--- config.mk ---
export PLATFORM = sky130hd
export DESIGN_NAME = prime_range_scanner
export DESIGN_NICKNAME = d
export VERILOG_FILES = /design/src/rtl/prime_scan_pkg.sv /design/src/rtl/trial_div_step.sv /design/src/rtl/prime_range_scanner.sv
export SDC_FILE = /design/constraint.sdc
export NUM_CORES = 1
export LEC_CHECK = 0
export BUFFER_PORTS_ARGS = -buffer_cell sky130_fd_sc_hd__buf_2
export CORE_MARGIN = 2
export CORE_UTILIZATION = 60
export CTS_CLUSTER_DIAMETER = 30
export DETAILED_ROUTE_END_ITERATION = 10
export PLACE_DENSITY = 0.87
export SLEW_MARGIN = 20
export SYNTH_ARGS = -nofsm -noshare
export SYNTH_HDL_FRONTEND = slang
export SYNTH_SLANG_ARGS = --single-unit
--- constraint.sdc ---
create_clock -name clk -period 30.6 [get_ports clk]
set_input_delay 4.59 -clock clk [delete_from_list [all_inputs] [get_ports clk]]
set_output_delay 4.59 -clock clk [all_outputs]
set_load 0.01 [all_outputs]
--- src/rtl/prime_scan_pkg.sv ---
// Shared encodings for the prime range scanner: FSM states and trial-division verdicts.
package prime_scan_pkg;

  typedef enum logic [2:0] {
    IDLE = 3'd0,
    TEST = 3'd1,
    EMIT = 3'd2,
    NEXT = 3'd3,
    DONE = 3'd4
  } state_t;

  typedef enum logic [1:0] {
    CONT  = 2'd0,
    PRIME = 2'd1,
    COMP  = 2'd2
  } verdict_t;

endpackage

--- src/rtl/trial_div_step.sv ---
// One trial-division step: classifies cand against a single divisor div.
// Combinational; the caller advances div while the verdict is CONT.
module trial_div_step
  import prime_scan_pkg::*;
#(
  parameter int WIDTH = 8
) (
  input  logic [WIDTH-1:0] cand,
  input  logic [WIDTH-1:0] div,
  output verdict_t         verdict
);

  logic [2*WIDTH-1:0] w_sq;
  logic [2*WIDTH-1:0] w_cand_ext;
  logic [WIDTH-1:0]   w_rem;

  // Square is formed at double width so it can never wrap.
  assign w_sq       = {{WIDTH{1'b0}}, div} * {{WIDTH{1'b0}}, div};
  assign w_cand_ext = {{WIDTH{1'b0}}, cand};
  assign w_rem      = cand % div;

  always_comb begin
    verdict = CONT;
    if (cand < WIDTH'(2)) begin
      verdict = COMP;
    end else if (w_sq > w_cand_ext) begin
      verdict = PRIME;
    end else if (w_rem == '0) begin
      verdict = COMP;
    end
  end

endmodule

--- src/rtl/prime_range_scanner.sv ---
// Scans [range_lo, range_hi] by trial division (one divisor per clock) and streams
// each prime out on a valid/ready port, counting handed-off primes.
module prime_range_scanner
  import prime_scan_pkg::*;
#(
  parameter int WIDTH   = 8,
  parameter int COUNT_W = 8
) (
  input  logic               clk,
  input  logic               rst_n,
  input  logic               start,
  input  logic               abort,
  input  logic [WIDTH-1:0]   range_lo,
  input  logic [WIDTH-1:0]   range_hi,
  input  logic               prime_ready,
  output logic               prime_valid,
  output logic [WIDTH-1:0]   prime_data,
  output logic [COUNT_W-1:0] prime_count,
  output logic               busy,
  output logic               done
);

  state_t             r_state;
  logic [WIDTH-1:0]   r_cand;
  logic [WIDTH-1:0]   r_div;
  logic [WIDTH-1:0]   r_hi;
  logic               r_valid;
  logic [WIDTH-1:0]   r_data;
  logic [COUNT_W-1:0] r_count;
  logic               r_busy;
  logic               r_done;
  verdict_t           w_verdict;

  trial_div_step #(.WIDTH(WIDTH)) u_step (
    .cand    (r_cand),
    .div     (r_div),
    .verdict (w_verdict)
  );

  always_ff @(posedge clk or negedge rst_n) begin
    if (!rst_n) begin
      r_state <= IDLE;
      r_cand  <= '0;
      r_div   <= '0;
      r_hi    <= '0;
      r_valid <= 1'b0;
      r_data  <= '0;
      r_count <= '0;
      r_busy  <= 1'b0;
      r_done  <= 1'b0;
    end else begin
      r_done <= 1'b0;
      if (r_state != IDLE && abort) begin
        r_state <= IDLE;
        r_valid <= 1'b0;
        r_busy  <= 1'b0;
      end else begin
        case (r_state)
          IDLE: begin
            if (start) begin
              r_count <= '0;
              r_busy  <= 1'b1;
              if (range_lo > range_hi) begin
                r_state <= DONE;
                r_done  <= 1'b1;
              end else begin
                r_hi    <= range_hi;
                r_cand  <= range_lo;
                r_div   <= WIDTH'(2);
                r_state <= TEST;
              end
            end
          end
          TEST: begin
            case (w_verdict)
              PRIME: begin
                r_valid <= 1'b1;
                r_data  <= r_cand;
                r_state <= EMIT;
              end
              COMP:    r_state <= NEXT;
              default: r_div   <= r_div + WIDTH'(1);
            endcase
          end
          EMIT: begin
            if (prime_ready) begin
              r_valid <= 1'b0;
              if (r_count != '1) r_count <= r_count + COUNT_W'(1);
              r_state <= NEXT;
            end
          end
          NEXT: begin
            // Stopping on cand == hi keeps cand from wrapping past the top value.
            if (r_cand == r_hi) begin
              r_state <= DONE;
              r_done  <= 1'b1;
            end else begin
              r_cand  <= r_cand + WIDTH'(1);
              r_div   <= WIDTH'(2);
              r_state <= TEST;
            end
          end
          DONE: begin
            r_state <= IDLE;
            r_busy  <= 1'b0;
          end
          default: begin
            r_state <= IDLE;
            r_busy  <= 1'b0;
            r_valid <= 1'b0;
          end
        endcase
      end
    end
  end

  assign prime_valid = r_valid;
  assign prime_data  = r_data;
  assign prime_count = r_count;
  assign busy        = r_busy;
  assign done        = r_done;

endmodule
Word level (Yosys, flattened, before mapping)

Index checks and enable logic that the tools add are counted.

Flip-flop bits (word level): 46
Bits in latches: 0
RAM bits: 0
Bits in read-only memories: 0
Input port bits: 21
Output and inout port bits: 19
Word-level logic and storage cells: 92
Memories: 0

Add/subtract/negate cells: 3
Multiply operators: 1
Divide/modulo/power cells: 1
Order comparisons: 3
Eq/ne operators: 20
Shifts and indexed selects: 0
Mux-type cells: 35
Bitwise gates (word level): 2
Reduce and logical (&&, ||, !) cells: 18

Operators by type and width:

| cell                | count |
|---|---|
| $mux 8              | 10 |
| $pmux 8 s2          | 2 |
| $add 8x1->8 const B | 3 |
| $pmux 8 s3          | 1 |
| $gt 16x8->1         | 1 |
| $mul 8x8->16        | 1 |
| $mux 3              | 5 |
| $ne 2x2->1 const B  | 6 |
| $pmux 3 s4          | 1 |
| $reduce_and 5->1    | 2 |
| $mux 1              | 9 |
| $ne 3x3->1 const B  | 3 |
| $reduce_and 3->1    | 3 |
| $eq 8x8->1          | 1 |
| $gt 8x8->1          | 1 |
| $logic_not 8->1     | 1 |
| $lt 8x2->1 const B  | 1 |
| $mod 8x8->8         | 1 |
| $ne 8x8->1 const B  | 1 |
| $eq 3x2->1 const B  | 2 |
| $mux 2              | 3 |
| $pmux 3 s2          | 1 |
| $reduce_and 6->1    | 1 |
| $reduce_bool 3->1   | 2 |
| other kinds (16)    | 21 |

Longest topological paths before layout

Gate-level depths: netlist of run 1.

Word-level depth: 9
Mapped depth: 55
Mapped depth without buffers: 53

By module

A second synthesis of run 1 with hierarchy kept.

Cell total of the unflattened synthesis: 830
Area total of the unflattened synthesis: 6781.5 um^2

Modules (own cells, without submodules):

| module              | instances | cells an instance | area each (um^2) | sequential area each (um^2) |
|---|---|---|---|---|
| trial_div_step      | 1         | 545               | 4050.1           | 0.0 |
| prime_range_scanner | 1         | 285               | 2731.4           | 1151.1 |

Worst setup path before layout of run 1

No wires, ideal clock.

Path type: register -> register
Start: reg r_div[6]
End: reg r_div[3]
Library setup time: 78 ps
Arrival: 10857 ps
Data required time: 30522 ps
Path slack: 19665 ps
Stages on the path, launching flop included: 53
Buffers on the path: 3
Period minus slack after synthesis: 10935 ps
Cell sequence: dfrtp_1 buf_6 nor4_4 nand2_1 nor2_1 a21oi_1 a21oi_1 ha_1 nor4b_1 a211oi_1 a2bb2oi_1 ha_1 and4_1 a21oi_1 a211o_1 mux2i_1 inv_1 ha_1 (+17 left out) nand3_1 o31a_1 o211ai_1 nor2_1 a21oi_1 inv_1 fa_1 nor2b_1 o21ai_0 a21boi_0 o21ai_0 a21boi_0 o22ai_1 nor4_1 a2111oi_4 buf_6 a21o_1 a21oi_1

Cells in the longest elaborated chain, start to end: 9
Elaborated cells on any way between the ends: 12
Classes of those cells: mul (1); div (1); order compare (1); eq/ne (3); mux (3); reduce/logical (3)

Ends and longest elaborated chain:

| item                                     | RTL line                  | RTL |
|---|---|---|
| start, declared                          | prime_range_scanner.sv:25 | `logic [WIDTH-1:0] r_div;` |
| start signal, assigned                   | prime_range_scanner.sv:82 | `default: r_div <= r_div + WIDTH'(1);` |
| $mod 8x8->8                              | trial_div_step.sv:20      | `assign w_rem = cand % div;` |
| $logic_not 8->1                          | trial_div_step.sv:28      | `end else if (w_rem == '0) begin` |
| $mux 2                                   | trial_div_step.sv:28      |  |
| $mux 2 (*)                               | trial_div_step.sv:26      | `end else if (w_sq > w_cand_ext) begin` |
| $mux 2 (*)                               | trial_div_step.sv:24      | `if (cand < WIDTH'(2)) begin` |
| $eq 2x1->1 or $eq 2x2->1 (tied branches) | prime_range_scanner.sv:75 | `case (w_verdict)` |
| $reduce_or 2->1 (no source line) (*)     | n/a                       |  |
| $ne 2x2->1 (no source line) (*)          | n/a                       |  |
| $reduce_and 6->1 (no source line) (*)    | n/a                       |  |

Mark *: on every way between the ends. The rest lies on a longest branch, timed or not.
A chain may end at the register's enable or synchronous reset.

Final worst setup path of run 1

Start: reg r_div[7]
End: reg r_div[1]

Same word-level chain as after synthesis.

==> results of run 1 <==
## routing by layer
| layer | up-vias | part of all wire |
|---|---|---|
| met5 | - | 0 |
| met2 | 215 | 0.49 |
| met3 | 43 | 0.054 |
| met1 | 2722 | 0.42 |
| li1 | 2763 | - |
| met4 | 0 | 0.033 |
## cell type report
cell class	count	share of cell area
multi-input combinational	606	0.710
sequential	46	0.171
inverter	84	0.0468
timing repair buffer	40	0.0305
tap	136	0.0253
clock buffer	6	0.0108
clock inverter	2	0.00557
## stage by stage
| step | util | instance area (um^2) |
|---|---|---|
| after global routing | 0.653 | 6740 |
| after global placement | 0.642 | 6630 |
| after CTS | 0.652 | 6740 |
| after detailed placement | 0.642 | 6630 |
| after floorplan | - | 6370 |
| final | 0.653 | 6740 |
## state kept, by name (all words and copies together), names as in the netlist
signal and flops:
done 1, r_state 3, r_cand 8, prime_data 8
prime_count 8, prime_valid 1, r_hi 8, busy 1
r_div 8
## logic make-up (layout without fill, tap and decap cells)
kind of cell | Yosys count | count (layout)
flops | 46 | 46
compound gates | 186 | 186
buf+inv | 108 | 132
simple gates | 236 | 236
mux | 33 | 33
xor+xnor | 37 | 37
fa+ha+maj | 114 | 114
## layout by cell type, fill, tap and decap left out, drive strengths merged, types with 3 or more instances in the layout
| master | count |
|---|---|
| dfrtp | 46 |
| fa | 26 |
| a211o | 3 |
| ha | 88 |
| o21ai | 40 |
| buf | 40 |
| o21a | 15 |
| nand2 | 40 |
| a2bb2oi | 4 |
| or3 | 5 |
| nand4 | 15 |
| a31oi | 6 |
| nor3 | 20 |
| mux2 | 23 |
| xor2 | 8 |
| a21o | 14 |
| a211oi | 5 |
| nor2b | 13 |
| nand2b | 5 |
| nor4 | 4 |
| o211a | 6 |
| or2 | 4 |
| nor2 | 80 |
| nand3 | 24 |
| clkbuf | 6 |
| xnor2 | 29 |
| mux2i | 10 |
| and4 | 3 |
| nor3b | 4 |
| o21bai | 6 |
| a21oi | 44 |
| o22ai | 5 |
| a21boi | 4 |
| o211ai | 3 |
| and3 | 8 |
| a22oi | 3 |
| inv | 82 |
## final timing paths
path,depth (start not counted),slack [ns],end,start
setup / recovery,48,17.87,r_div[1]$_DFFE_PN0P_,r_div[7]$_DFFE_PN0P_
hold / removal,1,0.52,prime_data[2]$_DFFE_PN0P_,prime_data[2]$_DFFE_PN0P_
setup reg to reg,48,17.87,r_div[1]$_DFFE_PN0P_,r_div[7]$_DFFE_PN0P_
hold reg to reg,1,0.52,prime_data[2]$_DFFE_PN0P_,prime_data[2]$_DFFE_PN0P_
max in group asynchronous,1,25.93,r_div[2]$_DFFE_PN0P_,rst_n
min in group asynchronous,1,4.28,r_cand[3]$_DFFE_PN0P_,rst_n
## worst register-to-register path, delay by kind of cell, from the launching register on
kind,cells,cell delay (ns)
simple gates,11,2.24
compound gates,25,6.47
mux,3,0.88
flops,1,0.58
fa+ha+maj,7,2.21
buf+inv,1,0.08
xor+xnor,1,0.17
==> metrics.txt, run 1 <==
placed insts 912; number of global-route vias before repair 5819; Period minus WS final 12.73 ns; fraction of the yosys area taken by sequential cells 0.181; most heavily used metal layer in global routing met2; Critical Path Start Type flop; setup total negative slack 0 ns; post-synth net total 895; max-capacitance violation count 0; antenna cell count 0; number of input and output port buffers inserted 39; number of buffers on the longest clock path 2; max-slew violations 0; number of buffers inserted by post-CTS setup repair 0; Hold Buf Count CTS 0; met2 track demand over resource in global routing 0.506; Period Utilization, post-route 0.416; synth top area cells dfrtp_1 18%, ha_1 17%, fa_1 8.2%, inv_1 4.7%, nor2_1 4.7%; setup repair after global routing missed its margin no; Congestion Overflow GR 0; data required time of the critical path 30.80 ns; register bit count reported by yosys 46; Clock Sinks 46; largest family of logic cells by synthesized area adder cells; total I/O pin count 40; Max stage delay cell, worst path a2111oi_4; via count 5743; kind of cell adding the most delay to the critical path compound AO/OA/AOI/OAI gates; core area 10300 um^2; number of core rows 37; number of hold violations in the final report 0; multiplexer area fraction after synthesis 0.0569; slew of the pin with the lowest slew margin 0.882 ns; number of iterations in the first detailed-routing pass 5; headroom to the max-slew limit 0.408; path class of the lowest-slack min-delay path reg2reg; initial core utilization 0.617; 1st-iter DRT viols 548; area share of and/or/nand/nor cells after synthesis 0.189; die outline width 107 um; xor/xnor cell area share of the yosys netlist 0.0508; vias per cell 6.24; outcome completed; area fraction in compound gates after synthesis 0.199; Synth async-reset ratio 1.00; number of nets at the end of the flow 918; library cells used by synthesis 82; highest fanout seen on the critical path 14; wire length of the first global-routing pass 26.6 mm; fill count 832; Post-Route WL 15.8 mm; Critical Path Sink Type flop; clock slew at reported path FFs 0.09 ns; worst stage delay on the critical path 0.75 ns; adder-cell share of the synthesized area 0.254; cell count after synthesis 760; total area of sequential cells 1150 um^2; Finish-stage setup viols 0; area growth from synthesis to final layout 5.71%; class of the most critical setup path reg2reg; number of buffers and inverters on the critical path 1; GRT met1 Usage 0.352; count of yosys warnings during synthesis 0; residual antenna-violating net count after detailed routing 0; Netlist Area Pre-Place 6370 um^2; most used standard cells in the synthesized netlist 88 x ha_1, 80 x inv_1, 79 x nor2_1; met3 demand-to-capacity share in global routing 0.0365; dominant cell type by count on the critical path ha_1; die area 11500 um^2; initial antenna violation count 0; clock latency of the later-clocked register in the worst-skew pair 0.31 ns; achievable frequency 0.0786 GHz; crit path DAT 12.93 ns; pin count of the biggest net entering global routing 47; layout cell share with drive strength beyond 1 0.108; multi-input logic area 4790 um^2; setup skew after layout 0.00506 ns; All-Layer GR Usage 0.286; prevailing post-synth register cell dfrtp_1; proportion of netlist area held by the largest area contributor 0.181; setup slack of the critical path after layout 17.87 ns; die height 107 um; detailed placement HPWL 12.6 mm; filler-free cell count of the finished design 920; number of flops mapped to enable cells by yosys 0; cell type with the largest total area after synthesis dfrtp_1; most common cell in the netlist ha_1; mean cell area of the mapped netlist 8.39 um^2; setup slack after placement 18.11 ns; Final Hold Slack 0.522 ns; H-Tree Depth 2; TritonCTS clock tree yes; clock tree root buffer cell clkbuf_8; TritonCTS buffer count 5; post-cts repair resize count 0; DRC violation count after routing 0; Routed wire per std cell 17.1 um; GP Congestion 0.983
Power of run 1 is not shown: default switching activity piles up to over one toggle a cycle in this logic, so the estimate is an artifact.
==> inputs of run 2 (changes only) <==
--- a/config.mk
+++ b/config.mk
@@ -5,12 +5,13 @@
 export SDC_FILE = /design/constraint.sdc
 export NUM_CORES = 1
 export LEC_CHECK = 0
+export ABC_AREA = 1
 export BUFFER_PORTS_ARGS = -buffer_cell sky130_fd_sc_hd__buf_2
 export CORE_MARGIN = 2
-export CORE_UTILIZATION = 60
+export CORE_UTILIZATION = 57
 export CTS_CLUSTER_DIAMETER = 30
 export DETAILED_ROUTE_END_ITERATION = 10
-export PLACE_DENSITY = 0.87
+export PLACE_DENSITY = 0.86
 export SLEW_MARGIN = 20
 export SYNTH_ARGS = -nofsm -noshare
 export SYNTH_HDL_FRONTEND = slang
==> constraint.sdc (replaced) <==
create_clock -name clk -period 10.3 [get_ports clk]
set_input_delay 1.545 -clock clk [delete_from_list [all_inputs] [get_ports clk]]
set_output_delay 1.545 -clock clk [all_outputs]
set_load 0.01 [all_outputs]
==> run 2 against run 1 <==
  * Sequential share of layout area fell by 1.7 points
  * Non-clock buffer count rose by 16
  * Hold slack got worse by 0.056 ns
  * Clock skew fell by 0.0023 ns
  * Global-route usage fell by 2.7 points
  * Synthesized area rose by 6.9%
  * Design area rose by 11%
  * Final cell count rose by 25%
  * First-iteration DRC count fell by 34%
  * Worst setup slack got worse by 17 ns
  * Critical path type unchanged
==> metrics.txt, run 2 <==
highest fanout seen on the critical path 8; Hold Buf Count CTS 0; final core occ 0.649; residual antenna-violating net count after detailed routing 0; detailed placement HPWL 12.9 mm; WHS Endpoint busy$_DFFE_PN0P_; number of buffers on the longest clock path 2; antenna cell count 0; cell depth of the worst hold path 2; post-synth net total 1094; Clock Sinks 46; max-slew violations 0; setup total negative slack 0 ns; cell type with the largest total area after synthesis dfrtp_1; data required time of the critical path 10.53 ns; synth top area cells dfrtp_1 17%, ha_1 16%, nand2_1 13%, inv_1 8.8%, fa_1 7.6%; worst stage delay on the critical path 0.40 ns; die outline width 113 um; initial core utilization 0.589; cell count after synthesis 959; number of nets at the end of the flow 1141; H-Tree Depth 2; Netlist Area Pre-Place 6810 um^2; GP Congestion 0.952; dominant cell type by count on the critical path nand2_1; leading cell type in the layout, fill and taps excluded nand2_1; number of cells on the worst reg-to-reg path 74; most used standard cells in the synthesized netlist 233 x nand2_1, 159 x inv_1, 88 x ha_1; number of iterations in the first detailed-routing pass 5; R2R Path End r_div[1]$_DFFE_PN0P_; HP Start busy$_DFFE_PN0P_; Period Utilization, post-route 0.945; Finish-stage setup viols 0; DRC violation count after routing 0; outcome completed; Critical Path Sink Type flop; number of flops mapped to enable cells by yosys 0; All-Layer GR Usage 0.259; total I/O pin count 40; area growth from synthesis to final layout 10.2%; die area 12800 um^2; fraction of the yosys area taken by sequential cells 0.169; Critical Path Start Type flop; max-capacitance violation count 0; top library cells by usage in the layout, fill and taps aside 227 x nand2_1, 159 x inv_1, 81 x ha_1, 61 x nor2_1, 52 x nand3_1; register bit count reported by yosys 46; crit path DAT 9.96 ns; fill count 944; mean cell area of the mapped netlist 7.10 um^2; number of core rows 39; library cells used by synthesis 56; TritonCTS clock tree yes; class of the most critical setup path reg2reg; initial antenna violation count 0; proportion of netlist area held by the largest area contributor 0.169; headroom to the max-slew limit 0.467; path class of the lowest-slack min-delay path reg2reg; 1st-iter DRT viols 364; Max stage delay cell, worst path dfrtp_2; wire length of the first global-routing pass 27.7 mm; Period minus WS final 9.73 ns; clock latency of the later-clocked register in the worst-skew pair 0.29 ns; setup skew after layout 0.00277 ns; Post-Route WL 16.4 mm; Routed wire per std cell 14.3 um; number of global-route vias before repair 6288; setup slack, reg-to-reg 0.57 ns; via count 6427; startpoint of the lowest-slack register-to-register path r_div[0]$_DFFE_PN0P_; die height 113 um; TritonCTS buffer count 5; core area 11600 um^2; most common cell in the netlist nand2_1; number of hold violations in the final report 0; achievable frequency 0.103 GHz; count of yosys warnings during synthesis 0; number of input and output port buffers inserted 39; prevailing post-synth register cell dfrtp_1; Synth async-reset ratio 1.00; clock slew at reported path FFs 0.06 ns; layout cell share with drive strength beyond 1 0.159; slew of the pin with the lowest slew margin 0.797 ns; clock tree root buffer cell clkbuf_16; Congestion Overflow GR 0; pin count of the biggest net entering global routing 47; vias per cell 5.59
run 2: changes by cell type after synthesis, sizes merged, moves of 10 or more:
cell / delta
nand2: +210
nor2b: -13
xor2: +30
nor2: -12
xnor2: -17
nand3: +45
a21o: -12
inv: +87
mux2: -22
mux2i: -10
run 2: layer usage:
layer	track usage	part of all wire
met5	0	0
met4	0.0943	0.030
met3	0.0166	0.048
met2	0.468	0.50
met1	0.325	0.43
run 2: how the worst max path moves through the flow:
| stage | slack, ns | depth (start not counted) | end | from |
|---|---|---|---|---|
| 6_report | 0.57 | 74 | r_div[1]$_DFFE_PN0P_ | r_div[0]$_DFFE_PN0P_ |
| 5_1_grt | -0.12 | 71 | r_div[1]$_DFFE_PN0P_ | r_div[0]$_DFFE_PN0P_ |
| 2_1_floorplan | 1.04 | 75 | r_div[0]$_DFFE_PN0P_ | r_div[0]$_DFFE_PN0P_ |
| 3_5_place_dp | 0.17 | 75 | r_div[0]$_DFFE_PN0P_ | r_div[0]$_DFFE_PN0P_ |
| 3_3_place_gp | 0.57 | 72 | r_div[0]$_DFFE_PN0P_ | r_div[0]$_DFFE_PN0P_ |
| 4_1_cts | 0.15 | 72 | r_div[0]$_DFFE_PN0P_ | r_div[0]$_DFFE_PN0P_ |
run 2: metrics by stage:
| stage | cell area (um^2) | hold WS (ns) | instances | setup slack, ns |
|---|---|---|---|---|
| 4_1_cts | 7280 | 0.470 | 1141 | 0.150 |
| 6_report | 7510 | 0.466 | 1150 | 0.569 |
| 5_1_grt | 7510 | 0.504 | 1150 | -0.116 |
| 2_1_floorplan | 6810 | 0.483 | 959 | 1.04 |
| 3_3_place_gp | 7110 | 0.452 | 1133 | 0.568 |
| 3_5_place_dp | 7110 | 0.454 | 1133 | 0.175 |
run 2: final cells by class:
cell class,count,area (um^2),area share
clock inverters,2,37.5,0.00500
clock buffers,6,129,0.0172
flip-flops and latches,46,1150,0.154
inverters,172,666,0.0887
repair buffers,56,325,0.0433
well taps,143,179,0.0238
multi-input cells,725,5020,0.668
run 2: repair_timing:
item / 4_1_cts / 5_1_grt
setup buffers: 0 / 8
resized for setup: 0 / 31
endpoints found under the setup margin: 0 / 10
run 2: kinds of logic (layout without fill, tap and decap cells):
kind of cell             count (synthesis)  in the layout  share of synthesized area
XOR/XNOR                                50             50                     0.0643
flip-flops                              46             46                      0.169
AND/OR/NAND/NOR                        443            443                      0.305
buffers and inverters                  189            236                      0.118
multiplexers                             1              1                    0.00165
AO/OA/AOI/OAI                          116            117                      0.104
adder cells (fa/ha/maj)                114            114                      0.238
run 2: worst max-delay path: cells and delay by family (launching register included):
kind / cells / cell delay [ns]
fa+ha+maj: 8 / 2.28
buf+inv: 10 / 0.69
compound gates: 8 / 1.25
simple gates: 47 / 4.87
flops: 1 / 0.40
xor+xnor: 1 / 0.16
Power of run 2 is left out for the same reason.
